==> src/rtl/assignment5_pkg.sv <==
// Shared constants and types for the assignment5 delay line.
// Parameter defaults live here so every module agrees on them.
package assignment5_pkg;

    localparam int unsigned DEFAULT_SIZE  = 10;
    localparam int unsigned DEFAULT_WIDTH = 8;

    typedef logic [DEFAULT_WIDTH-1:0] word_t;

    // The output register sits behind the size-deep chain, so one extra register.
    function automatic int unsigned reg_count(input int unsigned depth);
        return depth + 1;
    endfunction

endpackage

==> src/rtl/assignment5_stage.sv <==
// One delay-line register: async active-low clear, loads d when load is high.
module assignment5_stage
    import assignment5_pkg::*;
#(
    parameter int unsigned width = DEFAULT_WIDTH
) (
    input  logic             clk,
    input  logic             rst_n,
    input  logic             load,
    input  logic [width-1:0] d,
    output logic [width-1:0] q
);

    always_ff @(posedge clk or negedge rst_n) begin
        if (!rst_n) begin
            q <= '0;
        end else if (load) begin
            q <= d;
        end
    end

endmodule

==> src/rtl/assignment5_delay_line.sv <==
// Enable-gated delay line: size+1 registers in series, out driven by the last one.
// Define ASSIGNMENT5_VALID_EN to add a valid flag chain and the out_valid port.
module assignment5_delay_line
    import assignment5_pkg::*;
#(
    parameter int unsigned size  = DEFAULT_SIZE,
    parameter int unsigned width = DEFAULT_WIDTH
) (
    input  logic             clk,
    input  logic             rst_n,
    output logic [width-1:0] out,
    input  logic [width-1:0] in,
    input  logic             enable
`ifdef ASSIGNMENT5_VALID_EN
    ,
    output logic             out_valid
`endif
);

    localparam int unsigned NREG = reg_count(size);

    // data_q[0] is s[0], data_q[size-1] is s[size-1], data_q[size] drives out.
    logic [width-1:0] data_q [NREG];

    genvar g;
    for (g = 0; g < NREG; g++) begin : g_data
        logic [width-1:0] d;
        if (g == 0) begin : g_head
            assign d = in;
        end else begin : g_body
            assign d = data_q[g-1];
        end
        assignment5_stage #(
            .width (width)
        ) u_stage (
            .clk   (clk),
            .rst_n (rst_n),
            .load  (enable),
            .d     (d),
            .q     (data_q[g])
        );
    end

    assign out = data_q[NREG-1];

`ifdef ASSIGNMENT5_VALID_EN
    // Every enabled edge injects a valid word, so flags mark post-reset data.
    logic [0:0] flag_q [NREG];

    for (g = 0; g < NREG; g++) begin : g_flag
        logic [0:0] d;
        if (g == 0) begin : g_head
            assign d = 1'b1;
        end else begin : g_body
            assign d = flag_q[g-1];
        end
        assignment5_stage #(
            .width (1)
        ) u_stage (
            .clk   (clk),
            .rst_n (rst_n),
            .load  (enable),
            .d     (d),
            .q     (flag_q[g])
        );
    end

    assign out_valid = flag_q[NREG-1][0];
`endif

endmodule

==> config.mk <==
export PLATFORM = sky130hd
export DESIGN_NAME = assignment5_delay_line
export DESIGN_NICKNAME = d
export VERILOG_FILES = /design/src/rtl/assignment5_pkg.sv /design/src/rtl/assignment5_stage.sv /design/src/rtl/assignment5_delay_line.sv
export SDC_FILE = /design/constraint.sdc
export NUM_CORES = 1
export LEC_CHECK = 0
export BUFFER_PORTS_ARGS = -buffer_cell sky130_fd_sc_hd__buf_2
export CORE_UTILIZATION = 30
export CTS_BUF_LIST = sky130_fd_sc_hd__clkbuf_8
export DETAILED_ROUTE_END_ITERATION = 10
export GPL_ROUTABILITY_DRIVEN = 0
export PLACE_DENSITY = 0.54
export SLEW_MARGIN = 30
export SYNTH_ARGS = -nofsm -noshare
export SYNTH_HDL_FRONTEND = slang
export SYNTH_SLANG_ARGS = --single-unit
==> constraint.sdc <==
create_clock -name clk -period 1.1 [get_ports clk]
set_clock_uncertainty 0.15 [all_clocks]
set_input_delay 0.22 -clock clk [delete_from_list [all_inputs] [get_ports clk]]
set_output_delay 0.22 -clock clk [all_outputs]
set_load 0.02 [all_outputs]
==> impl_metrics.yaml <==
run_status:
  outcome: "finished, violations left"
  violations: "negative setup slack"
grt:
  grt_antenna_before_repair: 0
  grt_usage: 0.08883
  grt_max_degree: 42
  gr-total-overflow: 0
  grt_first_pass_wirelength_um: 7755
  grt_pass1_vias: 1565
die:
  ios: 19
  die-width_um: 107.6
  start_util: 0.3084
  dieArea_mm2: 0.01157
  fp-row-count: 38
  die_height_um: 107.6
  fp.coreArea_mm2: 0.01084
setup_path:
  cp_num_buf_inv: 1
  cp_max_fo: 2
  rr_worst_depth: 3
  startpoint_type: "flop"
  cp-startpoint: "g_data[10].u_stage.q[3]$_DFFE_PN0P_"
  cp_data_arrival_time_ns: 0.88
  r2r_end: "g_data[10].u_stage.q[2]$_DFFE_PN0P_"
  cp.depth: 1
  cpLargestDelayFamily: "flip-flops"
  path_cells: "buf_6"
  regToRegStartpoint: "g_data[10].u_stage.q[2]$_DFFE_PN0P_"
  r2r_setup_slack_ns: -0.04
  path_class: "flop to output pin"
  crit_slowest_cell: "dfrtp_1"
  crit_path_end: "out[3]"
  crit_required_ns: 0.73
  worst_setup_path_end_kind: "output pin"
  cpPeakStageDelay_ns: 0.40
timing:
  slew_headroom: 0.8353
  timing.hold.ws_ns: 0.1288
  rsz0062_at_grt: "yes"
  fin_ws_ns: -0.1502
  slew_viol_final: 0
  fin_crit_ns: 1.250
  worst_pin_slew_ns: 0.2471
  setup_viol: 9
  period_share: 1.137
  max_freq_mhz: 799.9
  hold_viol_final: 0
cells_and_area:
  syn_to_final_growth_pct: 20.58
  final_nets: 237
  fin_util: 0.3719
  fin_cells: 371
  layout-drive-gt1-share: 0.5714
  top_register: "g_data.u_stage.q"
  fin_area_mm2: 0.004031
  antenna-diode-count: 0
  reg.largest.list: "g_data.u_stage.q: 88 flops"
  largest_reg_flops: 88
worst_hold_path:
  min_path_type: "input pin to asynchronous set/reset pin"
detailed_routing:
  drt-pass1-iter-count: 4
  num_vias: 1539
  viasPerCell: 4.148
  remaining_drc_errors: 0
  wl_per_cell_um: 11.65
  antenna_left: 0
  drt_iter0_drc: 56
  finalWirelength_um: 4324
run:
  drv_cap: 0
logic_synthesis:
  syn_area_mm2: 0.003343
  syn-num-nets: 197
  ys.warnings.count: 0
  netlist_instances: 186
  syn_area_per_cell_um2: 17.97
  ys_types: 5
  ys_ff_latch: 88
  yosysSeqAreaShare: 0.6587
clock_network:
  cts_tree: "built"
  cts.sinks: 88
  cts_root_buf: "clkbuf_8"
  cts_max_level: 3
  clkTransAtPathRegs_ns: 0.09
  clk_latency_ns: 0.35
  cts_max_path_buffers: 2
  cts_buffers: 9
placed_design:
  dp_hpwl_um: 2641
  portBuffers: 18
  post-place-ws_ns: -0.1507
  dpl_cell_area_mm2: 0.003633
  placed_cells: 340
power:
  p_per_area_mw_per_mm2: 2277
  p_leak_nw: 1.801
  ir_drop_uv: 854.8
-- logic make-up (layout without fill, tap and decap cells) --
logic type,Yosys count,count (layout),share of synthesized area
muxes,88,88,0.3189
buffers and inverters,10,55,0.02245
DFF,88,88,0.6587
-- power by group --
part	internal [W]	switching [W]	total, W
clock	0.00126	0.00107	0.00234
sequential	0.00430	0.000540	0.00484
combinational	0.00137	0.000630	0.00201
-- cells in the mapped netlist --
master | instances | area share
buf_6 | 4 | 0.013
mux2_4 | 20 | 0.090
buf_2 | 6 | 0.0090
dfrtp_1 | 88 | 0.66
mux2_2 | 68 | 0.23
-- how the worst min path moves through the flow --
stage / from / slack (ns) / to
final: rst_n / 0.13 / g_data[10].u_stage.q[6]$_DFFE_PN0P_
after detailed placement: rst_n / -0.04 / g_data[10].u_stage.q[6]$_DFFE_PN0P_
after CTS: rst_n / 0.13 / g_data[10].u_stage.q[6]$_DFFE_PN0P_
after floorplan: rst_n / -0.23 / g_data[0].u_stage.q[0]$_DFFE_PN0P_
after global placement: rst_n / -0.04 / g_data[10].u_stage.q[6]$_DFFE_PN0P_
after global routing: rst_n / 0.14 / g_data[10].u_stage.q[5]$_DFFE_PN0P_
-- layout by cell type, fill, tap and decap left out --
cell type / count
clkinv_2: 1
buf_2: 8
clkinv_4: 1
buf_4: 10
bufinv_16: 2
mux2_4: 20
buf_12: 4
inv_1: 2
buf_6: 8
dlygate4sd3_1: 9
clkbuf_8: 9
clkinvlp_4: 1
dfrtp_1: 88
mux2_2: 68
-- what timing repair did --
action / CTS / global route
endpoints found under the setup margin: 8 / 8
setup buffers: 4 / 2
gates resized for setup: 16 / 0
endpoints found under the hold margin: 96 / 0
hold buffers: 9 / 0
-- area by class of cell --
| cell class | count | area, um^2 |
|---|---|---|
| repair buffers | 39 | 375.4 |
| fillers | 1049 | 6809 |
| well taps | 140 | 175.2 |
| flip-flops and latches | 88 | 2202 |
| multi-input cells | 88 | 1066 |
| clock buffers | 9 | 123.9 |
| clock inverters | 7 | 88.84 |
-- metrics by stage --
step | power (W) | setup TNS [ns]
2_1_floorplan | 0.006054 | -2.159
3_3_place_gp | 0.006482 | -9.478
3_5_place_dp | 0.006579 | -9.790
4_1_cts | 0.009298 | -1.381
5_1_grt | 0.009759 | -1.640
6_report | 0.009178 | -1.208
-- per-layer routing --
layer  GRT usage  routed length, um
met5           0                  0
met2      0.1204               1749
met1      0.1171               2249
met3     0.04419                238
met4     0.04110                 87
Note: power is estimated with default switching activity, not from simulation.
